`config.mk`:
```
export PLATFORM = sky130hd
export DESIGN_NAME = stopwatch_ctrl
export DESIGN_NICKNAME = d
export VERILOG_FILES = /design/src/rtl/stopwatch_ctrl.sv
export SDC_FILE = /design/constraint.sdc
export NUM_CORES = 1
export LEC_CHECK = 0
export ABC_AREA = 1
export ABC_CLOCK_PERIOD_IN_PS = 1800
export BUFFER_PORTS_ARGS = -buffer_cell sky130_fd_sc_hd__buf_2
export CELL_PAD_IN_SITES_DETAIL_PLACEMENT = 1
export CELL_PAD_IN_SITES_GLOBAL_PLACEMENT = 1
export CORE_MARGIN = 5
export CORE_UTILIZATION = 40
export CTS_CLUSTER_SIZE = 40
export DETAILED_ROUTE_END_ITERATION = 8
export PLACE_DENSITY = 0.9
export RECOVER_POWER = 50
export SYNTH_ARGS = -nofsm -noshare
export SYNTH_HDL_FRONTEND = slang
export SYNTH_SLANG_ARGS = --single-unit
export TNS_END_PERCENT = 50
```
`constraint.sdc`:
```
create_clock -name sclk -period 1.8 [get_ports sclk]
set_clock_uncertainty 0.15 [all_clocks]
set_input_delay 0.18 -clock sclk [delete_from_list [all_inputs] [get_ports sclk]]
set_output_delay 0.18 -clock sclk [all_outputs]
set_load 0.1 [all_outputs]
```
`src/rtl/stopwatch_ctrl.sv`:
```
// Stopwatch controller: MM:SS BCD counter with run/pause/adjust modes,
// a four-digit multiplexed display scan and an adjust-mode blink that
// blanks the digits of the field being edited.
module stopwatch_ctrl #(
    parameter int unsigned MAX_MIN = 59
) (
    input  logic       sclk,
    input  logic       rst_n,
    input  logic       tick_1hz,
    input  logic       tick_2hz,
    input  logic       tick_400hz,
    input  logic       btn_pause,
    input  logic       btn_clr,
    input  logic       sw_adj,
    input  logic       sw_sel,
    output logic [7:0] min_bcd,
    output logic [7:0] sec_bcd,
    output logic [1:0] digit_idx,
    output logic [3:0] digit_val,
    output logic       digit_blank,
    output logic       running,
    output logic       wrap
);

    typedef enum logic [1:0] {
        PAUSED = 2'd0,
        RUN    = 2'd1,
        ADJUST = 2'd2
    } state_t;

    // Upper limits of each field, held in the same BCD form as the count
    localparam logic [7:0] MIN_LIMIT = {4'(MAX_MIN / 10), 4'(MAX_MIN % 10)};
    localparam logic [7:0] SEC_LIMIT = 8'h59;

    state_t     state_r;
    state_t     state_s;
    logic [7:0] min_r;
    logic [7:0] min_s;
    logic [7:0] sec_r;
    logic [7:0] sec_s;
    logic [1:0] idx_r;
    logic [1:0] idx_s;
    logic       blink_r;
    logic       blink_s;
    logic       wrap_r;
    logic       wrap_s;

    // Two-digit BCD increment that rolls to 00 once the limit is reached,
    // so digits never leave their legal range
    function automatic logic [7:0] bcd_inc(input logic [7:0] value, input logic [7:0] limit);
        logic [7:0] result;
        if (value == limit) begin
            result = 8'h00;
        end else if (value[3:0] == 4'd9) begin
            result = {value[7:4] + 4'd1, 4'd0};
        end else begin
            result = {value[7:4], value[3:0] + 4'd1};
        end
        return result;
    endfunction

    // Next-state logic: the adjust switch outranks the pause button
    always_comb begin
        state_s = state_r;
        case (state_r)
            PAUSED: begin
                if (sw_adj) begin
                    state_s = ADJUST;
                end else if (btn_pause) begin
                    state_s = RUN;
                end else begin
                    state_s = PAUSED;
                end
            end
            RUN: begin
                if (sw_adj) begin
                    state_s = ADJUST;
                end else if (btn_pause) begin
                    state_s = PAUSED;
                end else begin
                    state_s = RUN;
                end
            end
            ADJUST: begin
                if (!sw_adj) begin
                    state_s = PAUSED;
                end else begin
                    state_s = ADJUST;
                end
            end
            default: state_s = PAUSED;
        endcase
    end

    // Count update: clear wins over any tick; run ticks carry, adjust ticks do not
    always_comb begin
        min_s  = min_r;
        sec_s  = sec_r;
        wrap_s = 1'b0;
        if (btn_clr) begin
            min_s = 8'h00;
            sec_s = 8'h00;
        end else if ((state_r == RUN) && tick_1hz) begin
            if (sec_r == SEC_LIMIT) begin
                sec_s  = 8'h00;
                min_s  = bcd_inc(min_r, MIN_LIMIT);
                wrap_s = (min_r == MIN_LIMIT);
            end else begin
                sec_s = bcd_inc(sec_r, SEC_LIMIT);
            end
        end else if ((state_r == ADJUST) && tick_2hz) begin
            if (sw_sel) begin
                sec_s = bcd_inc(sec_r, SEC_LIMIT);
            end else begin
                min_s = bcd_inc(min_r, MIN_LIMIT);
            end
        end else begin
            min_s = min_r;
            sec_s = sec_r;
        end
    end

    // Blink phase toggles only while staying in adjust; cleared on leaving it
    always_comb begin
        blink_s = 1'b0;
        if ((state_r == ADJUST) && (state_s == ADJUST)) begin
            if (tick_2hz) begin
                blink_s = ~blink_r;
            end else begin
                blink_s = blink_r;
            end
        end else begin
            blink_s = 1'b0;
        end
    end

    // Display scan pointer steps once per scan tick
    always_comb begin
        idx_s = idx_r;
        if (tick_400hz) begin
            idx_s = idx_r + 2'd1;
        end else begin
            idx_s = idx_r;
        end
    end

    // State and datapath registers with asynchronous reset
    always_ff @(posedge sclk or negedge rst_n) begin
        if (!rst_n) begin
            state_r <= PAUSED;
            min_r   <= 8'h00;
            sec_r   <= 8'h00;
            idx_r   <= 2'd0;
            blink_r <= 1'b0;
            wrap_r  <= 1'b0;
        end else begin
            state_r <= state_s;
            min_r   <= min_s;
            sec_r   <= sec_s;
            idx_r   <= idx_s;
            blink_r <= blink_s;
            wrap_r  <= wrap_s;
        end
    end

    // Scanned digit value selected from the registered count
    always_comb begin
        digit_val = 4'd0;
        case (idx_r)
            2'd0:    digit_val = sec_r[3:0];
            2'd1:    digit_val = sec_r[7:4];
            2'd2:    digit_val = min_r[3:0];
            2'd3:    digit_val = min_r[7:4];
            default: digit_val = 4'd0;
        endcase
    end

    // Blank the digits of the edited field during the off half of the blink
    always_comb begin
        digit_blank = 1'b0;
        if ((state_r == ADJUST) && blink_r) begin
            if (sw_sel) begin
                digit_blank = (idx_r < 2'd2);
            end else begin
                digit_blank = (idx_r >= 2'd2);
            end
        end else begin
            digit_blank = 1'b0;
        end
    end

    assign min_bcd   = min_r;
    assign sec_bcd   = sec_r;
    assign digit_idx = idx_r;
    assign running   = (state_r == RUN);
    assign wrap      = wrap_r;

endmodule

```
After elaboration in Yosys (flattened, before gate mapping)
Cells that the tools add are included.
{"block": "op_classes", "mux": 27, "bitwise": 1, "eq_ne": 13, "n_reduce_logical": 10, "magnitude_cmp": 2, "add_sub_neg": 5}
{"operator": "$mux W8", "n": 13}
{"operator": "$add A4 B1 Y4 const B", "n": 4}
{"operator": "$eq A8 B7 Y1 const B", "n": 2}
{"operator": "$pmux W4 S4", "n": 1}
{"operator": "$mux W1", "n": 9}
{"operator": "$eq A2 B2 Y1 const B", "n": 4}
{"operator": "$eq A4 B4 Y1 const B", "n": 2}
{"operator": "$mux W2", "n": 3}
{"operator": "$ne A3 B2 Y1 const B", "n": 2}
{"operator": "$pmux W2 S3", "n": 1}
{"operator": "$reduce_bool A3 Y1", "n": 2}
{"operator": "$eq A2 B1 Y1 const B", "n": 2}
{"operator": "$logic_and A1 B1 Y1", "n": 4}
{"operator": "$logic_not A2 Y1", "n": 2}
{"operator": "$reduce_and A3 Y1", "n": 1}
{"operator": "$add A2 B1 Y2 const B", "n": 1}
{"operator": "$ge A2 B2 Y1 const B", "n": 1}
{"operator": "$lt A2 B2 Y1 const B", "n": 1}
{"operator": "$ne A2 B2 Y1 const B", "n": 1}
{"operator": "$reduce_and A2 Y1", "n": 1}
{"operator": "$not A1 Y1", "n": 1}
{"block": "totals", "register_bits": 22, "wordCells": 64, "inputBits": 9}

Depth between registers and ports, before layout
{"block": "depth", "word_depth": 7, "depth_mapped": 10, "depth_no_buf": 10}

Least setup slack after synthesis
Ideal clock, no wire load.
{"block": "synth_path", "path_type": "register to output", "start": "register idx_r[0] (netlist: digit_idx[0])", "end": "output port digit_val[1]", "t_required_ns": 1.470, "arrival_ns": 3.669, "stages_incl_launch_ff": 6, "path_buffers": 0, "slack_ns": -2.199, "path_cell_list": "dfrtp_1 > ha_1 > inv_1 > o22ai_1 > a21oi_1 > o21ai_0"}
{"block": "synth_between", "elab_chain_cells": 2}
{"element": "start: declaration", "line": "41", "text": "logic [1:0] idx_r;"}
{"element": "start signal: assignment", "line": "160", "text": "idx_r <= idx_s;"}
{"element": "$eq A2 B2 Y1, or another cell as far along", "line": "169", "text": "case (idx_r)"}
{"element": "$pmux W4 S4 (*)", "line": "169"}
{"element": "end: declaration", "line": "19", "text": "output logic [3:0] digit_val,"}
Mark *: on every way between the ends. The rest lies on a longest branch, timed or not.

Worst setup path in the final report
Same ends and word-level chain as after synthesis.

==> flow_summary.json <==
{
  "antenna_found_initial": 0,
  "boundaryPins": 34,
  "wl_met3_um": 268,
  "cts_tree": "done",
  "slowest_stage": "dfrtp_4",
  "portBuffers": 33,
  "synthArstFlopShare": 1.000,
  "cp_num_buf_inv": 3,
  "hp-class": "input pin to flip-flop",
  "synth_xor_area_frac": 0.02809,
  "drive_gt1_frac": 0.5104,
  "synthToLayoutAreaGrowth_pct": 46.63,
  "grt_pass1_vias": 1598,
  "htreeDepth": 1,
  "vdd_drop_max_v": 0.001177,
  "wl_met2_um": 2972,
  "start_kind": "flip-flop",
  "grt_max_degree": 23,
  "ys_top_cells_by_area": "dfrtp_1, nand2_1, ha_1, inv_1, nand2_4",
  "critical_path.max_stage_delay_ns": 0.53,
  "ys_ff_latch": 22,
  "coreArea_mm2": 0.003716,
  "report.final.slew_viol_count": 0,
  "cts_buffers": 3,
  "totalWireLength_um": 5823,
  "ant_nets": 0,
  "placed_cell_area_mm2": 0.002013,
  "synth_top_family_by_area": "simple AND/OR/NAND/NOR gates",
  "synth_edf_count": 0,
  "hold_violations": 0,
  "p_leak_uw": 0.0009919,
  "dieWidth_um": 72.43,
  "layout_common_cells": "nand2_1, buf_2, inv_1, dfrtp_2, buf_4",
  "root_buffer": "clkbuf_8",
  "syn_inst": 189,
  "cp.required_ns": 1.47,
  "min_period_over_period": 1.122,
  "status": "finished with violations",
  "maxUsedRoutingLayer": "met4",
  "cts.sinks": 22,
  "place.gp.congestion": 0.8315,
  "routedWlPerCell_um": 20.15,
  "min_from": "btn_pause",
  "grt_usage": 0.1965,
  "fin_ws_ns": -0.2194,
  "syn_avg_cell_area_um2": 8.249,
  "clk_pin_slew_ns": 0.09,
  "finalSetupViolCount": 6,
  "nets": 263,
  "synthMuxAreaShare": 0,
  "p_per_area_mw_per_mm2": 1188,
  "antennaDiodeCount": 0,
  "vias": 1605,
  "cp.depth": 7,
  "start_util": 0.4195,
  "synth-simple-area-share": 0.3499,
  "synth_adder_area_share": 0.09631,
  "synth_top_area_share": 0.3531,
  "maxCapViolCount": 0,
  "crit_type": "flip-flop to output port",
  "clk_latency_ns": 0.28,
  "crit_chain": "inv_4, ha_4, inv_6, o22ai_4, a21oi_2, o21ai_4, buf_12",
  "crit_fanout": 4,
  "drt-vias-per-instance": 5.554,
  "grt_overflow_total": 0,
  "first_pass_iters": 4,
  "fin_hold_ws_ns": 0.02451,
  "fin_crit_ns": 2.019,
  "reg2reg_depth": 10,
  "drt-met1-wl_um": 2378,
  "failed_checks": "negative setup slack",
  "synth_area_mm2": 0.001559,
  "post-place-ws_ns": 0.02512,
  "slew_headroom": 0.6056,
  "cp-startpoint": "digit_idx[0]",
  "synthFlopType": "dfrtp_1",
  "stdcell_area_mm2": 0.002286,
  "drc": 0,
  "die_area_mm2": 0.005246,
  "dpl.hpwl_um": 3406,
  "cts_buffer_depth": 2,
  "yosys_warnings": 0,
  "synth_compound_area_frac": 0.1003,
  "drtIter0Drc": 103,
  "synth-seq-area-share": 0.3531,
  "die_y_um": 72.43,
  "synth_top_area_cell": "dfrtp_1",
  "worstMarginPinSlew_ns": 0.5916,
  "cp.arrival_ns": 1.69,
  "critical-path-top-delay-family": "flip-flops",
  "rsz0062_at_grt": "true",
  "num_rows": 22,
  "grt_pass1_wl_um": 8052,
  "holdPathStages": 3,
  "final-instance-count-excl-fill": 289,
  "synth.distinct_cells": 31,
  "dp_cells": 270,
  "end_kind": "output port",
  "mostFrequentLayoutCell": "nand2_1",
  "r2r-start": "sec_bcd[1]",
  "max_clock_freq_ghz": 0.4952,
  "synth_nets": 210
}
## per-stage QoR
stage               TNS (ns)  utilization  total power [µW]
CTS                  -0.7646       0.5825              2544
detailed placement         0       0.5418              2080
global placement           0       0.5418              2033
global route          -1.301       0.6152              2801
finish               -0.9356       0.6152              2716
floorplan             -1.899            -              1725
## sequential cells by signal, indices dropped and copies added, names as in the netlist
register / count
state_r: 2
sec_bcd: 8
digit_idx: 2
wrap: 1
min_bcd: 8
blink_r: 1
## layout make-up
cell class / instances / area [µm²]
fillers: 449 / 1430
multi-input cells: 140 / 1106
clock buffers: 4 / 45.04
inverters: 26 / 122.6
flip-flops and latches: 22 / 585.6
repair buffers: 49 / 366.6
well taps: 48 / 60.06
## synth_stat cells, types with 2 or more instances
cell type,instances
nand4_1,7
a21oi_1,7
o22ai_1,3
inv_2,4
xnor2_1,2
nand3_1,11
o21ai_0,5
or2_0,2
nand2_8,2
nor2_4,3
o21ai_1,5
inv_1,20
nor2_2,3
a32oi_1,2
nand2_2,4
nand3_2,2
o21ai_2,3
ha_1,12
xor2_1,3
nor2_1,10
dfrtp_1,22
nand2_4,5
nor3_1,3
nand2_1,42
## cell families (layout without fill, tap and decap cells)
kind of cell	count (synthesis)	in the layout
simple gates	97	97
buf+inv	27	79
compound gates	26	26
flops	22	22
fa+ha+maj	12	12
xor+xnor	5	5
## what timing repair did
action | in CTS | in global routing
pin swaps | 3 | 8
setup endpoints to repair | 5 | 20
gates resized for setup | 11 | 17
buffers inserted | 3 | 9
cloned | 0 | 0
hold buffers | 3 | 0
endpoints found under the hold margin | 25 | 0
## worst register-to-register path: cells and delay by family, from the launching register on
family | cells | cell delay, ns
fa+ha+maj | 1 | 0.13
flops | 1 | 0.51
buf+inv | 1 | 0.09
simple gates | 8 | 0.84
## power breakdown
group          internal [µW]  total, µW  switching (µW)
logic                    542       1690            1150
clock network            159        340             181
registers                568        681             113
total                   1270       2720            1450
## worst paths after layout
| kind | end | slack [ns] |
|---|---|---|
| max | digit_val[1] | -0.22 |
| min | state_r[0] | 0.02 |
| max reg2reg | min_bcd[4] | 0 |
| min reg2reg | min_bcd[7] | 0.39 |
| max in group asynchronous | min_bcd[1] | 0.71 |
| min in group asynchronous | digit_idx[0] | 0.34 |
## layer usage
layer / vias up / global-route usage
met2: 54 / 0.3387
li1: 726 / -
met3: 18 / 0.02493
met1: 807 / 0.2470
met4: 0 / 0.07992
met5: - / 0
No activity file was read; power rests on OpenSTA's default activity.
